### src/rtl/acc_barrel_shifter.sv
// acc_barrel_shifter
//   Elastic two-stage barrel shifter for the accumulator-to-address path.
//   It widens an accumulator word to W_OUT bits, shifts it by a per-beat
//   amount in one of four modes, and flags set bits lost on logical left
//   shifts. Valid/ready handshakes on both sides allow backpressure.
//
// Ports
//   clk        clock, rising edge
//   clr        asynchronous active-high reset
//   in_valid   input beat present
//   in_ready   block can accept a beat this cycle
//   in_data    [W_IN-1:0] accumulator operand
//   in_sh      [W_SH-1:0] shift amount
//   in_mode    [1:0] 00 lsl, 01 lsr, 10 asr, 11 rotate left
//   out_valid  result present
//   out_ready  downstream accepts the result
//   out_data   [W_OUT-1:0] shifted result
//   out_ovf    left-shift overflow flag (mode 00 only)
module acc_barrel_shifter #(
  parameter int W_IN  = 19,
  parameter int W_OUT = 25,
  parameter int W_SH  = 5
) (
  input  logic             clk,
  input  logic             clr,
  input  logic             in_valid,
  output logic             in_ready,
  input  logic [W_IN-1:0]  in_data,
  input  logic [W_SH-1:0]  in_sh,
  input  logic [1:0]       in_mode,
  output logic             out_valid,
  input  logic             out_ready,
  output logic [W_OUT-1:0] out_data,
  output logic             out_ovf
);

  // Number of conditional subtractions needed to bring any shift amount
  // below W_OUT for the rotate mode.
  localparam int ROT_STEPS = (2**W_SH) / W_OUT + 1;

  localparam logic [1:0] MODE_LSL = 2'b00;
  localparam logic [1:0] MODE_LSR = 2'b01;
  localparam logic [1:0] MODE_ASR = 2'b10;

  // Logical left shift as a log2 cascade; stages of 2^i >= W_OUT clear.
  function automatic logic [W_OUT-1:0] shl(input logic [W_OUT-1:0] x,
                                           input logic [W_SH-1:0]  s);
    logic [W_OUT-1:0] r;
    r = x;
    for (int i = 0; i < W_SH; i++) begin
      if (s[i]) begin
        if ((2**i) >= W_OUT) r = '0;
        else                 r = r << (2**i);
      end
    end
    return r;
  endfunction

  // Right shift cascade; fill selects zero fill or sign fill.
  function automatic logic [W_OUT-1:0] shr(input logic [W_OUT-1:0] x,
                                           input logic [W_SH-1:0]  s,
                                           input logic             fill);
    logic [W_OUT-1:0] r;
    logic [W_OUT-1:0] ones;
    ones = '1;
    r    = x;
    for (int i = 0; i < W_SH; i++) begin
      if (s[i]) begin
        if ((2**i) >= W_OUT) r = {W_OUT{fill}};
        else                 r = (r >> (2**i)) | (fill ? ~(ones >> (2**i)) : '0);
      end
    end
    return r;
  endfunction

  // Reduce a shift amount modulo W_OUT by repeated compare/subtract.
  function automatic logic [W_SH-1:0] rot_amt(input logic [W_SH-1:0] s);
    logic [W_SH-1:0] r;
    r = s;
    for (int k = 0; k < ROT_STEPS; k++) begin
      if (int'(r) >= W_OUT) r = W_SH'(int'(r) - W_OUT);
    end
    return r;
  endfunction

  // Rotate left by an amount already reduced below W_OUT.
  function automatic logic [W_OUT-1:0] rotl(input logic [W_OUT-1:0] x,
                                            input logic [W_SH-1:0]  s);
    logic [W_OUT-1:0] r;
    r = x;
    for (int i = 0; i < W_SH; i++) begin
      if (s[i] && ((2**i) < W_OUT)) r = (r << (2**i)) | (r >> (W_OUT - 2**i));
    end
    return r;
  endfunction

  // Bits that leave the word on a left shift by s: the top s positions,
  // or the whole word once s reaches W_OUT.
  function automatic logic lsl_ovf(input logic [W_OUT-1:0] x,
                                   input logic [W_SH-1:0]  s);
    logic [W_OUT-1:0] keep;
    keep = shr('1, s, 1'b0);
    return |(x & ~keep);
  endfunction

  logic signed [W_IN-1:0]  in_signed;
  logic        [W_OUT-1:0] ext_in;

  logic                    vld_p1;
  logic        [W_OUT-1:0] data_p1;
  logic        [W_SH-1:0]  sh_p1;
  logic        [1:0]       mode_p1;

  logic                    vld_p2;
  logic        [W_OUT-1:0] data_p2;
  logic                    ovf_p2;

  logic        [W_OUT-1:0] res;
  logic                    res_ovf;
  logic                    ld_p1;
  logic                    ld_p2;

  // Stage 2 loads when empty or draining; stage 1 when empty or advancing.
  assign ld_p2    = !vld_p2 || out_ready;
  assign ld_p1    = !vld_p1 || ld_p2;
  assign in_ready = ld_p1;

  // Only the arithmetic mode sign-extends the operand.
  assign in_signed = in_data;
  assign ext_in    = (in_mode == MODE_ASR) ? W_OUT'(in_signed) : W_OUT'(in_data);

  always_comb begin
    res     = '0;
    res_ovf = 1'b0;
    case (mode_p1)
      MODE_LSL: begin
        res     = shl(data_p1, sh_p1);
        res_ovf = lsl_ovf(data_p1, sh_p1);
      end
      MODE_LSR: res = shr(data_p1, sh_p1, 1'b0);
      MODE_ASR: res = shr(data_p1, sh_p1, data_p1[W_OUT-1]);
      default:  res = rotl(data_p1, rot_amt(sh_p1));
    endcase
  end

  always_ff @(posedge clk or posedge clr) begin
    if (clr) begin
      vld_p1  <= 1'b0;
      data_p1 <= '0;
      sh_p1   <= '0;
      mode_p1 <= '0;
      vld_p2  <= 1'b0;
      data_p2 <= '0;
      ovf_p2  <= 1'b0;
    end else begin
      // ---- stage 1: capture widened operand ----
      if (ld_p1) begin
        vld_p1 <= in_valid;
        if (in_valid) begin
          data_p1 <= ext_in;
          sh_p1   <= in_sh;
          mode_p1 <= in_mode;
        end
      end
      // ---- stage 2: shifted result ----
      if (ld_p2) begin
        vld_p2 <= vld_p1;
        if (vld_p1) begin
          data_p2 <= res;
          ovf_p2  <= res_ovf;
        end
      end
    end
  end

  assign out_valid = vld_p2;
  assign out_data  = data_p2;
  assign out_ovf   = ovf_p2;

endmodule

### config.mk
export PLATFORM = sky130hd
export DESIGN_NAME = acc_barrel_shifter
export DESIGN_NICKNAME = d
export VERILOG_FILES = /design/src/rtl/acc_barrel_shifter.sv
export SDC_FILE = /design/constraint.sdc
export NUM_CORES = 1
export LEC_CHECK = 0
export BUFFER_PORTS_ARGS = -buffer_cell sky130_fd_sc_hd__buf_2
export CAP_MARGIN = 30
export CORE_UTILIZATION = 50
export DETAILED_ROUTE_END_ITERATION = 8
export HOLD_SLACK_MARGIN = 0.02
export PLACE_DENSITY = 0.77
export SETUP_SLACK_MARGIN = 0.1
export SYNTH_ARGS = -nofsm -noshare
export SYNTH_HDL_FRONTEND = slang
export SYNTH_SLANG_ARGS = --single-unit
### constraint.sdc
create_clock -name clk -period 4 [get_ports clk]
set_clock_uncertainty 0.1 [all_clocks]
set_input_delay 1.2 -clock clk [delete_from_list [all_inputs] [get_ports clk]]
set_output_delay 1.2 -clock clk [all_outputs]
set_load 0.05 [all_outputs]
# After elaboration in Yosys (flattened, before gate mapping)
# Index checks and enable logic that the tools add are counted.
[classes] muxes=46 eq_ne=3 reduce_logical=9 bitwise=12 order_cmp=2 addsub=2
[ops] cell="$mux 25" n=40
[ops] cell="$pmux 25 s3" n=1
[ops] cell="$and 25x25->25" n=1
[ops] cell="$not 25->25" n=1
[ops] cell="$or 17x25->25" n=1
[ops] cell="$or 21x25->25" n=1
[ops] cell="$or 23x25->25" n=1
[ops] cell="$or 24x25->25" n=1
[ops] cell="$or 25x1->25" n=1
[ops] cell="$or 25x16->25" n=1
[ops] cell="$or 25x2->25" n=1
[ops] cell="$or 25x4->25" n=1
[ops] cell="$or 25x8->25" n=1
[ops] cell="$or 9x25->25" n=1
[ops] cell="$reduce_or 25->1" n=1
[ops] cell="$mux 5" n=4
[ops] cell="$ge 5x5->1 const B" n=2
[ops] cell="$sub 5x5->5 const B" n=2
[ops] cell="$eq 2x2->1 const B" n=2
[ops] cell="$reduce_and 2->1" n=2
[ops] cell="$reduce_or 3->1" n=1
[ops] cell="$eq 2x1->1 const B" n=1
[ops] cell="$logic_not 1->1" n=2
[ops] cell="$logic_not 2->1" n=1
[ops] cell="other kinds (2)" n=3
[totals] reg_bits=60 output_inout_bits=28 word_cells=81

# Longest topological paths before layout
[depth] word_depth=20 depth_mapped=15 mapped_depth_nobuf=10

# Worst setup path after synthesis
# No wires, ideal clock.
[synth_path] path_type="reg2reg" from="register sh_p1[1]" to="register data_p2[11], in the netlist out_data[11]" path_slack_ns=0.493 n_path_buf=5 stages_incl_launch_ff=15 arrival_ns=3.281 cell_sequence="dfrtp_1 buf_6 buf_2 inv_1 buf_2 ha_1 ha_1 and3_1 or3_1 buf_4 buf_4 mux2i_1 a21oi_1 o22ai_1 o32a_1"
[synth_via] elab_chain_len=20 word_cells_on_any_way=39
[synth_rtl] element="from (decl)" line_no="111" text="logic [W_SH-1:0] sh_p1;"
[synth_rtl] element="from (signal assigned)" line_no="161" text="sh_p1 <= in_sh;"
[synth_rtl] element="$ge 5x5->1 / $sub 5x5->5 (equally long branches)" line_no="81" text="if (int'(r) >= W_OUT) r = W_SH'(int'(r) - W_OUT);"
[synth_rtl] element="$mux 5" line_no="81"
[synth_rtl] element="$mux 5" line_no="135" text="case (mode_p1)"
[synth_rtl] element="$sub 5x5->5 / $ge 5x5->1 (equally long branches)" line_no="81"
[synth_rtl] element="$mux 5" line_no="81"
[synth_rtl] element="$mux 5" line_no="135"
[synth_rtl] element="$mux 25" line_no="92" text="if (s[i] && ((2**i) < W_OUT)) r = (r << (2**i)) | (r >> (W_OUT - 2**i));"
[synth_rtl] element="$mux 25" line_no="135"
[synth_rtl] element="[4 not listed]"
[synth_rtl] element="$mux 25" line_no="92"
[synth_rtl] element="$mux 25" line_no="135"
[synth_rtl] element="$or 25x8->25" line_no="92"
[synth_rtl] element="$mux 25" line_no="92"
[synth_rtl] element="$mux 25" line_no="135"
[synth_rtl] element="$or 25x16->25" line_no="92"
[synth_rtl] element="$mux 25" line_no="92"
[synth_rtl] element="$pmux 25 s3 *" line_no="135"
[synth_rtl] element="to (signal assigned)" line_no="169" text="data_p2 <= res;"
[synth_rtl] element="to (decl)" line_no="115" text="logic [W_OUT-1:0] data_p2;"
# Every way passes the cells marked *; elsewhere a longest branch is shown, timed or not. The select of a mux whose other input is x is not followed.
# A chain may end at the register's enable or synchronous reset.

# Worst setup path in the final report
[layout_path] from="register sh_p1[0]" to="register data_p2[7], in the netlist out_data[7]"
[layout_via] elab_chain_len=20 word_cells_on_any_way=45
[layout_rtl] element="$sub 5x5->5 / $ge 5x5->1 (equally long branches)" line_no="81"
[layout_rtl] element="$mux 5" line_no="81"
[layout_rtl] element="$mux 5" line_no="135"
[layout_rtl] element="$sub 5x5->5 / $ge 5x5->1 (equally long branches)" line_no="81"
[layout_rtl] element="$mux 5" line_no="81"
[layout_rtl] element="$mux 5" line_no="135"
[layout_rtl] element="$mux 25" line_no="92"
[layout_rtl] element="$mux 25" line_no="135"
[layout_rtl] element="[4 not listed]"
[layout_rtl] element="$mux 25" line_no="92"
[layout_rtl] element="$mux 25" line_no="135"
[layout_rtl] element="$or 25x8->25" line_no="92"
[layout_rtl] element="$mux 25" line_no="92"
[layout_rtl] element="$mux 25" line_no="135"
[layout_rtl] element="$or 25x16->25" line_no="92"
[layout_rtl] element="$mux 25" line_no="92"
[layout_rtl] element="$pmux 25 s3 *" line_no="135"
# Marked as above.

==> results.md <==
## Worst setup path
- worst reg2reg path startpoint: sh_p1[0]
- CP startpoint: sh_p1[0]
- kind of end point of the critical path: flip-flop
- Reg2Reg Capture Point: out_data[7]
- Reg2Reg Setup Slack: 160 ps
- R2R cell count: 9
- startpoint type of the worst setup path: flip-flop
- capturing element of the worst setup path: out_data[7]
- highest net fanout along the worst path: 58
- critical path start-end classification: flip-flop to flip-flop
- CP Data Required Time: 4110 ps
- data arrival at the endpoint of the critical path: 3950 ps

## STA
- Max Freq: 261 MHz
- Setup violations, final: 0
- unrepaired setup endpoints after global routing: false
- pins over their slew limit: 0
- Hold Violations, Final: 0
- Final Worst Setup Slack: 162 ps
- Worst Tran Pin Value: 980 ps
- minimum clock period after layout: 3840 ps
- post-route fraction of the period consumed by the critical path: 96.0%
- Post-Route Setup TNS: 0 ps
- relative max-transition margin: 33.0%
- Min Hold Slack: 389 ps

## GRT
- pin count of the biggest net entering global routing: 59
- met2 track demand over resource: 61.4%
- GRT busiest layer: met2
- number of global-route vias before repair: 7254
- met3 Track Usage GR: 6.58%
- antenna violations before repair: 0
- met1 Usage GRT: 56.7%
- residual overflow from global routing: 0
- global routing usage summed across all routing layers: 41.1%
- global-route wire length before repair: 45200 µm

## Synth
- number of flops mapped to enable cells by yosys: 0
- leading cell types by count after synthesis: 82 x sky130_fd_sc_hd__nand2_1, 69 x sky130_fd_sc_hd__nor2_1, 59 x sky130_fd_sc_hd__o21ai_0
- post-synthesis net count: 942
- number of distinct library cell variants in the gate-level netlist after synthesis: 78
- post-synth top area share: 19.4%
- Synth Register Bits: 55
- top cells by area in the synthesized netlist: sky130_fd_sc_hd__dfrtp_1 19%, sky130_fd_sc_hd__mux2i_1 7.2%, sky130_fd_sc_hd__mux2_2 6.5%, sky130_fd_sc_hd__mux4_2 5.4%, sky130_fd_sc_hd__nand2_1 4.3%
- number of instances in the synthesized netlist: 907
- most numerous cell in the Yosys netlist: sky130_fd_sc_hd__nand2_1
- total number of yosys warnings: 0
- sequential area share after synthesis: 19.4%
- Async S/R FF share, synth: 100%
- Synth Area per Inst: 7.81 µm²
- top_reg_cell synth: sky130_fd_sc_hd__dfrtp_1
- cell type with the largest total area after synthesis: sky130_fd_sc_hd__dfrtp_1
- post-synthesis instance area: 7090 µm²

## CTS
- clock tree from TritonCTS: yes
- clock transition at the registers of the reported paths: 90 ps
- Post-CTS Repair Setup Buffers: 0
- H-tree Lvls: 2
- clock root buffer: sky130_fd_sc_hd__clkbuf_16
- clock buffers created by TritonCTS: 5
- hold-fix buffers at CTS: 0
- worst-case clock buffer depth: 2
- clock latency on the worst-skew pair: 320 ps
- Clock Sink Count: 55
- post-CTS sizing: 0

## Place
- last weighted congestion value of the routability-driven placer: 1.02
- Port Buf Inserts: 57
- cell count after placement: 1083
- HPWL Detailed: 21800 µm
- setup slack at placement: 378 ps

## Finish
- layout cells sized above 1: 21.4%
- Finished Layout Cells: 1091
- synthesis-to-layout area growth: 7.03%
- end-of-flow core utilization: 54.7%
- filler cell count: 1336
- number of antenna cells inserted: 0
- nets: 945

## Power and ir drop
- Max IR drop VDD: 0.275 mV
- static leakage: 2.91 nW
- power density cells: 545 nW/µm²

## Outcome
- run status: finished, final reports clean

## Die
- horizontal extent of the die: 121 µm
- total number of placement rows: 43
- area of the die: 14700 µm²
- die height: 121 µm
- io pins: 58
- area of the core: 13900 µm²
- initial standard-cell utilization of the core: 51.1%

## Flow run
- max-cap check violation count: 0

## Worst hold path
- min-delay worst type: flip-flop to flip-flop
- worst hold path cell count: 2

## Drt
- routed vias/inst: 7.47
- count of TritonRoute iterations in the first routing pass: 6
- Final ANT Viol Nets: 0
- average detailed-routed wire length per instance: 27.1 µm
- Iter 0 DRT Violations: 1607
- total routed wirelength: 29500 µm
- via count: 8145
- DRC: 0

-- sequential cells by signal, indices dropped and copies added, names as in the netlist --
| signal | count |
|---|---|
| out_data | 25 |
| data_p1 | 20 |
| sh_p1 | 5 |
| mode_p1 | 2 |
| out_ovf | 1 |
| out_valid | 1 |
| vld_p1 | 1 |
-- metal layers --
layer  up-vias  wire [µm]
li1       3540          -
met1      3800      11600
met2       673      12700
met3       132       3320
met4         0       1870
met5         -          0
-- cell usage in the layout, fill, tap and decap left out, types with 18 or more instances in the layout --
cell	synthesis	routed
sky130_fd_sc_hd__a211oi_1	23	23
sky130_fd_sc_hd__a21oi_1	51	51
sky130_fd_sc_hd__buf_2	28	57
sky130_fd_sc_hd__buf_4	7	42
sky130_fd_sc_hd__dfrtp_1	55	52
sky130_fd_sc_hd__mux2_2	41	41
sky130_fd_sc_hd__mux2i_1	51	51
sky130_fd_sc_hd__nand2_1	82	82
sky130_fd_sc_hd__nand2b_1	20	20
sky130_fd_sc_hd__nand3_1	28	28
sky130_fd_sc_hd__nor2_1	69	69
sky130_fd_sc_hd__nor3_1	25	24
sky130_fd_sc_hd__o211ai_1	18	18
sky130_fd_sc_hd__o21ai_0	59	58
sky130_fd_sc_hd__o22ai_1	18	18
-- through the flow --
step                area (µm²)  total power, mW
finish                    7590             4.13
global route              7590             4.30
CTS                       7590             4.03
detailed placement        7430             3.54
global placement          7430             3.57
floorplan                 7090             2.76
-- layout make-up --
class                      instances  area (µm²)  share of cell area, %
clock buffer                       6         139                   1.83
clock inverter                     2        16.3                  0.214
inverter                          16        60.1                  0.792
multi-input combinational        733        5160                   68.1
sequential                        55        1380                   18.2
tap                              180         225                   2.97
timing repair buffer              99         601                   7.92
-- power by group --
part	internal (mW)	switching (mW)	total, mW	leakage, nW
combinational	0.896	1.86	2.76	2.19
sequential	0.679	0.208	0.887	0.642
clock	0.252	0.234	0.485	0.0731
-- how the worst min path moves through the flow --
stage | end | slack [ps] | start
finish | out_ovf | 390 | out_ovf
global placement | out_ovf | 360 | out_ovf
detailed placement | out_ovf | 380 | out_ovf
global route | out_data[3] | 420 | out_data[3]
CTS | out_ovf | 400 | out_ovf
floorplan | out_valid | 370 | vld_p1
-- kinds of logic after synthesis --
| family | count (synthesis) | synth area share (%) |
|---|---|---|
| compound gates | 319 | 31.8 |
| fa+ha+maj | 5 | 0.883 |
| buf+inv | 119 | 7.78 |
| flops | 55 | 19.4 |
| mux | 109 | 19.1 |
| simple gates | 300 | 21.0 |
-- worst max-delay path, stage by stage, from the launching register on --
cell	delay (ps)
sky130_fd_sc_hd__dfrtp_2	360
sky130_fd_sc_hd__buf_4	230
sky130_fd_sc_hd__buf_4	630
sky130_fd_sc_hd__mux2_2	460
sky130_fd_sc_hd__a222oi_1	390
sky130_fd_sc_hd__a221oi_1	150
sky130_fd_sc_hd__a2111oi_0	860
sky130_fd_sc_hd__buf_4	240
sky130_fd_sc_hd__o211ai_1	80
sky130_fd_sc_hd__o22a_1	190
No activity file was read; power rests on OpenSTA's default activity.
